$ cat src/rtl/csm_pkg.sv
// Shared types and constants for the CSM shared-memory responder.
package csm_pkg;

  localparam logic [1:0] ERR_OK        = 2'b00;
  localparam logic [1:0] ERR_LOCKED    = 2'b01;
  localparam logic [1:0] ERR_NOT_OWNER = 2'b10;
  localparam logic [1:0] ERR_ILLEGAL   = 2'b11;

  typedef enum logic [1:0] {IDLE, WDATA, REQ, DONE} port_state_t;
  typedef enum logic [1:0] {NONE, OWN_A, OWN_B} owner_t;
  typedef enum logic [2:0] {OP_ILLEGAL, OP_HOLD, OP_RELEASE, OP_WRITE, OP_READ} op_t;
  typedef enum logic {GNT_A, GNT_B} side_t;

  // Priority: illegal > hold > release > write > read
  function automatic op_t decode_op(input logic rw, input logic hold, input logic rel);
    if (hold && rel)  return OP_ILLEGAL;
    else if (hold)    return OP_HOLD;
    else if (rel)     return OP_RELEASE;
    else if (rw)      return OP_WRITE;
    else              return OP_READ;
  endfunction

endpackage

$ cat src/rtl/csm_port_fsm.sv
// Per-processor handshake FSM: latches the request, waits for a grant and
// registers ack/err/read data for the processor.
module csm_port_fsm
  import csm_pkg::*;
#(
  parameter int DATABITS = 8,
  parameter int ERRBITS  = 2
) (
  input  logic                clk,
  input  logic                reset,
  input  logic [DATABITS-1:0] in_ad,
  input  logic                rw,
  input  logic                enable,
  input  logic                hold,
  input  logic                rel,
  input  logic                grant,
  input  logic [ERRBITS-1:0]  res_err,
  input  logic [DATABITS-1:0] res_data,
  output logic                req,
  output op_t                 op,
  output logic [DATABITS-1:0] addr,
  output logic [DATABITS-1:0] wdata,
  output logic                ack,
  output logic [ERRBITS-1:0]  err,
  output logic [DATABITS-1:0] out_data
);

  port_state_t state;

  assign req = (state == REQ);

  always_ff @(posedge clk) begin
    if (reset) begin
      state    <= IDLE;
      op       <= OP_READ;
      addr     <= '0;
      wdata    <= '0;
      ack      <= 1'b0;
      err      <= '0;
      out_data <= '0;
    end else begin
      case (state)
        IDLE: begin
          ack <= 1'b1;
          err <= '0;
          if (enable) begin
            addr  <= in_ad;
            op    <= decode_op(rw, hold, rel);
            ack   <= 1'b0;
            state <= (decode_op(rw, hold, rel) == OP_WRITE) ? WDATA : REQ;
          end
        end
        WDATA: begin
          wdata <= in_ad;
          state <= REQ;
        end
        REQ: begin
          if (grant) begin
            ack      <= 1'b1;
            err      <= res_err;
            out_data <= res_data;
            state    <= DONE;
          end
        end
        default: begin
          ack   <= 1'b1;
          err   <= '0;
          state <= IDLE;
        end
      endcase
    end
  end

endmodule

$ cat src/rtl/csm_controller.sv
// CSM shared-memory responder: memory, round-robin arbiter and lock owner.
// Optional lock auto-release is enabled with `define CSM_LOCK_TIMEOUT_EN.
module csm_controller
  import csm_pkg::*;
#(
  parameter int DATABITS     = 8,
  parameter int ERRBITS      = 2,
  parameter int LOCK_TIMEOUT = 64
) (
  input  logic                clk,
  input  logic                reset,
  input  logic [DATABITS-1:0] A_in_AD,
  input  logic                A_rw,
  input  logic                A_enable,
  input  logic                A_hold,
  input  logic                A_release,
  output logic                A_ack,
  output logic [ERRBITS-1:0]  A_err,
  output logic [DATABITS-1:0] A_out_data,
  input  logic [DATABITS-1:0] B_in_AD,
  input  logic                B_rw,
  input  logic                B_enable,
  input  logic                B_hold,
  input  logic                B_release,
  output logic                B_ack,
  output logic [ERRBITS-1:0]  B_err,
  output logic [DATABITS-1:0] B_out_data
);

  logic [DATABITS-1:0] mem [0:(1<<DATABITS)-1];

  logic                a_req, b_req, grant_a, grant_b;
  op_t                 a_op, b_op, op_s;
  logic [DATABITS-1:0] a_addr, b_addr, a_wdata, b_wdata, addr_s, wdata_s;
  logic [ERRBITS-1:0]  res_err;
  logic [DATABITS-1:0] res_data;
  owner_t              owner, owner_nx, self_s, other_s;
  side_t               last_grant;
  logic                mem_we;

  csm_port_fsm #(.DATABITS(DATABITS), .ERRBITS(ERRBITS)) u_port_a (
    .clk(clk), .reset(reset), .in_ad(A_in_AD), .rw(A_rw), .enable(A_enable),
    .hold(A_hold), .rel(A_release), .grant(grant_a), .res_err(res_err),
    .res_data(res_data), .req(a_req), .op(a_op), .addr(a_addr), .wdata(a_wdata),
    .ack(A_ack), .err(A_err), .out_data(A_out_data)
  );

  csm_port_fsm #(.DATABITS(DATABITS), .ERRBITS(ERRBITS)) u_port_b (
    .clk(clk), .reset(reset), .in_ad(B_in_AD), .rw(B_rw), .enable(B_enable),
    .hold(B_hold), .rel(B_release), .grant(grant_b), .res_err(res_err),
    .res_data(res_data), .req(b_req), .op(b_op), .addr(b_addr), .wdata(b_wdata),
    .ack(B_ack), .err(B_err), .out_data(B_out_data)
  );

  // Grants are suppressed during reset so an aborted write never lands.
  assign grant_a = ~reset & a_req & (~b_req | (last_grant == GNT_B));
  assign grant_b = ~reset & b_req & (~a_req | (last_grant == GNT_A));

  assign op_s    = grant_a ? a_op    : b_op;
  assign addr_s  = grant_a ? a_addr  : b_addr;
  assign wdata_s = grant_a ? a_wdata : b_wdata;
  assign self_s  = grant_a ? OWN_A   : OWN_B;
  assign other_s = grant_a ? OWN_B   : OWN_A;

  always_comb begin
    res_err  = '0;
    res_data = '0;
    owner_nx = owner;
    mem_we   = 1'b0;
    if (grant_a || grant_b) begin
      case (op_s)
        OP_ILLEGAL: res_err = ERRBITS'(ERR_ILLEGAL);
        OP_HOLD: begin
          if (owner == NONE || owner == self_s) owner_nx = self_s;
          else                                  res_err  = ERRBITS'(ERR_LOCKED);
        end
        OP_RELEASE: begin
          if (owner == self_s) owner_nx = NONE;
          else                 res_err  = ERRBITS'(ERR_NOT_OWNER);
        end
        default: begin
          if (owner == other_s)      res_err  = ERRBITS'(ERR_LOCKED);
          else if (op_s == OP_WRITE) mem_we   = 1'b1;
          else                       res_data = mem[addr_s];
        end
      endcase
    end
  end

  always_ff @(posedge clk) begin
    if (mem_we) mem[addr_s] <= wdata_s;
  end

`ifdef CSM_LOCK_TIMEOUT_EN
  localparam int CNT_W = $clog2(LOCK_TIMEOUT + 1);
  logic [CNT_W-1:0] tmo_cnt;
  logic             owner_grant;

  assign owner_grant = (grant_a && owner == OWN_A) || (grant_b && owner == OWN_B);
`endif

  // last_grant moves only on contested cycles, so collisions alternate winners.
  always_ff @(posedge clk) begin
    if (reset) begin
      owner      <= NONE;
      last_grant <= GNT_B;
`ifdef CSM_LOCK_TIMEOUT_EN
      tmo_cnt    <= '0;
`endif
    end else begin
      if (a_req && b_req) last_grant <= grant_a ? GNT_A : GNT_B;
`ifdef CSM_LOCK_TIMEOUT_EN
      if (owner == NONE || owner_grant) begin
        tmo_cnt <= '0;
        owner   <= owner_nx;
      end else if (tmo_cnt == CNT_W'(LOCK_TIMEOUT)) begin
        tmo_cnt <= '0;
        owner   <= NONE;
      end else begin
        tmo_cnt <= tmo_cnt + 1'b1;
        owner   <= owner_nx;
      end
`else
      owner <= owner_nx;
`endif
    end
  end

endmodule

$ cat config.mk
export PLATFORM = sky130hd
export DESIGN_NAME = csm_controller
export DESIGN_NICKNAME = d
export VERILOG_FILES = /design/src/rtl/csm_pkg.sv /design/src/rtl/csm_port_fsm.sv /design/src/rtl/csm_controller.sv
export SDC_FILE = /design/constraint.sdc
export NUM_CORES = 2
export LEC_CHECK = 0
export BUFFER_PORTS_ARGS = -buffer_cell sky130_fd_sc_hd__buf_2
export CELL_PAD_IN_SITES_DETAIL_PLACEMENT = 0
export CELL_PAD_IN_SITES_GLOBAL_PLACEMENT = 1
export CORE_ASPECT_RATIO = 0.6
export CORE_MARGIN = 5
export CORE_UTILIZATION = 57
export CTS_CLUSTER_DIAMETER = 40
export DETAILED_ROUTE_END_ITERATION = 12
export PLACE_DENSITY = 0.83
export SLEW_MARGIN = 5
export SYNTH_ARGS = -nofsm -noshare
export SYNTH_HDL_FRONTEND = slang
export SYNTH_HIERARCHICAL = 1
export SYNTH_SLANG_ARGS = --single-unit
$ cat constraint.sdc
create_clock -name clk -period 15.16 [get_ports clk]
set_clock_uncertainty 0.15 [all_clocks]
set_input_delay 2.274 -clock clk [delete_from_list [all_inputs] [get_ports clk]]
set_output_delay 2.274 -clock clk [all_outputs]
set_load 0.01 [all_outputs]
==> impl_summary.md <==
Power and ir drop
The fraction of power consumed by sequential logic is 0.469. In this run the static leakage power is between 30 and 40 nW. The combinational share of power is 0.186. The internal cell power is 10.08 mW. The net switching power figure is 4.313 mW. The net switching share of the total power is 0.2996. The maximum ir drop on the vdd rail is about 140 uV. Dividing total power by cell area gives a power density of 155.0 mW/mm2. The share of total power dissipated in the clock network is 0.345.

Yosys
After synthesis, the netlist uses 71 different library cells. The share of async-settable or async-resettable flops after synthesis is 0. Synthesis produced 6385 cells. Ranked by total cell area, the synthesized netlist is headed by sky130_fd_sc_hd__edfxtp_1 (73%), sky130_fd_sc_hd__nand2_1 (7.8%), sky130_fd_sc_hd__and3_1 (2.4%), sky130_fd_sc_hd__a31oi_1 (2.1%), sky130_fd_sc_hd__nand3_1 (1.7%). The most used flip-flop cell after synthesis is sky130_fd_sc_hd__edfxtp_1. The share of synthesized area in the top cell type comes to 0.7251.

In this run, synthesis inferred 2048 flip-flops with an integrated enable. The Yosys step of the flow raised 6 warnings. The largest total area in the synthesized netlist belongs to sky130_fd_sc_hd__edfxtp_1. In this run the mean area of a mapped cell was 13.28 um2. The total nets after synthesis is 6419. The synthesized flop and latch total is 2115.

After synthesis the cells add up to around 0.085 mm2. The proportion of synthesized chip area in sequential cells is 0.7409.

Timing
The final-layout setup total negative slack is 0 ns. Static timing analysis puts the maximum clock frequency at 116.2 MHz. For the pin with the worst max-slew slack, the measured transition is 1.396 ns. Setup violations remaining at the end of the flow were counted as 0.

The worst path setup slack after routing is 6.551 ns. The final number of max-transition violations came to 0. The count of final hold-check violations is 0. Of the available clock period, the critical path in the final layout requires 0.5679. Setup repair after global routing left no endpoint under its margin. The relative max-transition margin is 0.05969. The shortest clock period the worst path allows after layout is 8.609 ns.

Clock tree
The root buffer cell is sky130_fd_sc_hd__clkbuf_16. The clock transition time at the flip-flop clock pins of the worst setup and hold paths is 0.07 ns. In this run, post-CTS hold repair placed 0 buffers. TritonCTS built the clock tree.

The quantity of gates resized following cts is 0. The number of sinks on the clock net is roughly 2100. The clock passes through at most 3 buffers. Clock tree synthesis inserted a total of 189 buffers. After clock tree synthesis, the setup repair step added 0 buffers.

The clock insertion delay at the later pin of the skew report is 0.84 ns. The clock tree synthesis step divided the H-tree into 4 levels.

Floorplanning
The die height is 308.8 um. The die is 508.0 um wide. The area of the core is around 0.15 mm2. The overall die area is 0.1569 mm2. In this run the core area contains ~110 standard-cell rows. The initial utilization of the core area, before any placement, comes to 0.5748. The I/O pin count is 48.

Setup path
The dominant delay contributor by cell family on the critical path is simple AND/OR/NAND/NOR gates. STA classifies the critical path startpoint as an input port. The highest net fanout along the worst path is 155. For this design, the slowest cell found on the critical path is sky130_fd_sc_hd__o21ai_0. The critical path start-end classification is input port to flop. The worst setup path is captured at a flop. The endpoint required time on the critical path is between 15 and 20 ns.

The number of buffers and inverters on the critical path is 4. For this run, the slowest stage of the critical path takes 0.76 ns. STA puts the critical path data arrival time at 9.22 ns. Walking the worst path, the cells encountered are buf_2 -> buf_4 -> and2b_4 -> nand3_4 -> and2_4 -> buf_12 -> buf_4 -> nand2_1 -> and3_1 -> a311oi_1 -> a311oi_1 -> o21ai_0 -> o2111ai_1 -> nor4_1 -> nand3_1 -> a21oi_1.

Finish
Measured on the finished design, the core utilization comes to 0.6294. Of the cells placed in the final design, the portion with a size suffix greater than 1 is 0.08003. In the layout the commonest cells are sky130_fd_sc_hd__edfxtp_1 (2048), sky130_fd_sc_hd__nand2_1 (1750), sky130_fd_sc_hd__and3_1 (332). Leaving out fill and tap cells, the most frequent cell in the layout is sky130_fd_sc_hd__edfxtp_1. The layout has 10810 filler cells.

From synthesis to final layout, the design area changed by 9.514%. For this run, the number of standard cells in the final layout without fillers is roughly 8500. The layout net count is 6331.

After routing the design area is 0.09288 mm2.

Detailed routing
Detailed routing inserted a total of ~56000 vias. After detailed routing, the total wire length is 254800 um. The detailed router finished its first iteration with 9953 violations.

Dividing the detail-routed via count by the number of cells gives 6.571. The detailed-route DRC error count is 0. The remaining antenna violation count after routing is 0. The number of detailed-route iterations in the first pass is 6. The wire length per cell is around 30 um.

GRT
The via count of the first global-routing pass is 51520. The first global-routing pass estimated 367400 um of wire. Entering global routing, the biggest net connects ~200 pins.

The overall fraction of global-route tracks in use is 0.3216. The number of antenna violations at the first check in global routing is 16. After global routing the overflow that remains totals 0.

Placement
After detailed placement, the design holds a cell count of 8104. The worst slack at placement is 6.155 ns. The estimated wirelength of the detail-placed design is ~150000 um. The congestion estimate from routability-driven global placement came to 0.8984. After detailed placement, the total cell area comes to 0.08653 mm2. The number of buffers added on ports is 47.

Flow run
The max-cap violation count is 0.

Hold path
The min-delay analysis places its worst path in the category flop to flop.

Status
The flow ran to the end, and the final reports show no timing, DRC or antenna violations.
cells by family (layout without fill, tap and decap cells):
kind of cell | count (synthesis) | in the layout | synth area share
flops | 2115 | 2115 | 0.7409
other cells | 0 | 7 | 0
compound gates | 841 | 841 | 0.06515
buf+inv | 443 | 518 | 0.02629
mux | 147 | 147 | 0.02267
simple gates | 2831 | 2831 | 0.1438
fa+ha+maj | 8 | 8 | 0.001180
cell type report:
| type | count | area [um2] | area share |
|---|---|---|---|
| antenna | 7 | 17.52 | 0.0001886 |
| clock buffer | 230 | 4915 | 0.05291 |
| clock inverter | 124 | 1425 | 0.01534 |
| inverter | 10 | 42.54 | 0.0004580 |
| multi-input combinational | 3827 | 19940 | 0.2147 |
| sequential | 2115 | 62840 | 0.6765 |
| tap | 1998 | 2500 | 0.02691 |
| timing repair buffer | 154 | 1201 | 0.01293 |
path summary, 6_finish.rpt:
kind,from,cells after the start,endpoint,slack (ns)
max,reset,16,u_port_a/out_data[3]$_SDFFE_PP0P_,6.55
min reg2reg,u_port_a/out_data[4]$_SDFFE_PP0P_,2,u_port_a/out_data[4]$_SDFFE_PP0P_,0.32
min,u_port_a/out_data[4]$_SDFFE_PP0P_,2,u_port_a/out_data[4]$_SDFFE_PP0P_,0.32
max reg2reg,u_port_a/state[0]$_SDFFE_PP0P_,17,u_port_a/out_data[3]$_SDFFE_PP0P_,7.66
state kept, by name, indices dropped and copies added, names as in the netlist:
signal and count:
u_port_a/ack 1, u_port_b/state 2, u_port_a/op 3, u_port_a/state 2
u_port_a/addr 8, u_port_a/out_data 8, u_port_b/addr 8, u_port_b/op 3
mem 2048, u_port_b/err 2, u_port_a/err 2, u_port_b/wdata 8
u_port_a/wdata 8, owner 2, last_grant 1, u_port_b/ack 1
u_port_b/out_data 8
per-stage QoR:
step / power (mW) / hold WS, ns
after global placement: 9.417 / 0.2991
after CTS: 14.29 / 0.3187
after global routing: 14.77 / 0.3364
final: 14.40 / 0.3163
after floorplan: 8.519 / 0.2812
after detailed placement: 9.449 / 0.3091
metal layers:
| layer | wire length (um) | GRT usage |
|---|---|---|
| met1 | 101500 | 0.4890 |
| met2 | 102400 | 0.4210 |
| met3 | 43460 | 0.1396 |
| met4 | 7167 | 0.09125 |
| met5 | 248 | 0 |
power groups by stage:
stage          registers (mW)  logic [mW]  clock network (mW)
6_report                 6.75        2.68                4.96
5_1_grt                  6.75        2.79                5.23
4_1_cts                  6.75        2.58                4.96
3_5_place_dp             6.88        2.57                   0
3_3_place_gp             6.88        2.54                   0
2_1_floorplan            6.98        1.54                   0
worst register-to-register path, cell delays in order (launching register included):
cell and delay (ns):
sky130_fd_sc_hd__dfxtp_1 0.36, sky130_fd_sc_hd__inv_1 0.11, sky130_fd_sc_hd__ha_1 0.62, sky130_fd_sc_hd__nand2b_1 0.24, sky130_fd_sc_hd__o21ai_4 0.19, sky130_fd_sc_hd__buf_4 0.42
sky130_fd_sc_hd__and2_4 0.75, sky130_fd_sc_hd__buf_12 0.59, sky130_fd_sc_hd__buf_4 0.95, sky130_fd_sc_hd__nand2_1 0.13, sky130_fd_sc_hd__and3_1 0.20, sky130_fd_sc_hd__a311oi_1 0.30
sky130_fd_sc_hd__a311oi_1 0.12, sky130_fd_sc_hd__o21ai_0 0.76, sky130_fd_sc_hd__o2111ai_1 0.51, sky130_fd_sc_hd__nor4_1 0.72, sky130_fd_sc_hd__nand3_1 0.17, sky130_fd_sc_hd__a21oi_1 0.17
synthesized netlist by cell type (6+ instances only):
library cell                number
sky130_fd_sc_hd__nor2_1        317
sky130_fd_sc_hd__nand4_1         6
sky130_fd_sc_hd__nor4_1         52
sky130_fd_sc_hd__a2111oi_0      10
sky130_fd_sc_hd__inv_1           9
sky130_fd_sc_hd__nand2b_1       12
sky130_fd_sc_hd__a21oi_1       152
sky130_fd_sc_hd__a32oi_1         6
sky130_fd_sc_hd__a211oi_1       98
sky130_fd_sc_hd__nand3_1       296
sky130_fd_sc_hd__buf_2         182
sky130_fd_sc_hd__clkbuf_1      161
sky130_fd_sc_hd__or3_1           9
sky130_fd_sc_hd__buf_6          17
sky130_fd_sc_hd__mux4_2         35
sky130_fd_sc_hd__edfxtp_1     2048
sky130_fd_sc_hd__a311oi_1       92
sky130_fd_sc_hd__nand2_1      1760
sky130_fd_sc_hd__dfxtp_1        67
sky130_fd_sc_hd__a31oi_1       284
sky130_fd_sc_hd__o21ai_0        24
sky130_fd_sc_hd__buf_1          22
sky130_fd_sc_hd__mux2i_1       106
sky130_fd_sc_hd__buf_4          49
sky130_fd_sc_hd__ha_1            8
sky130_fd_sc_hd__o22ai_1       131
sky130_fd_sc_hd__and3_1        332
sky130_fd_sc_hd__nor3_1         11
No activity file was read; power rests on OpenSTA's default activity.
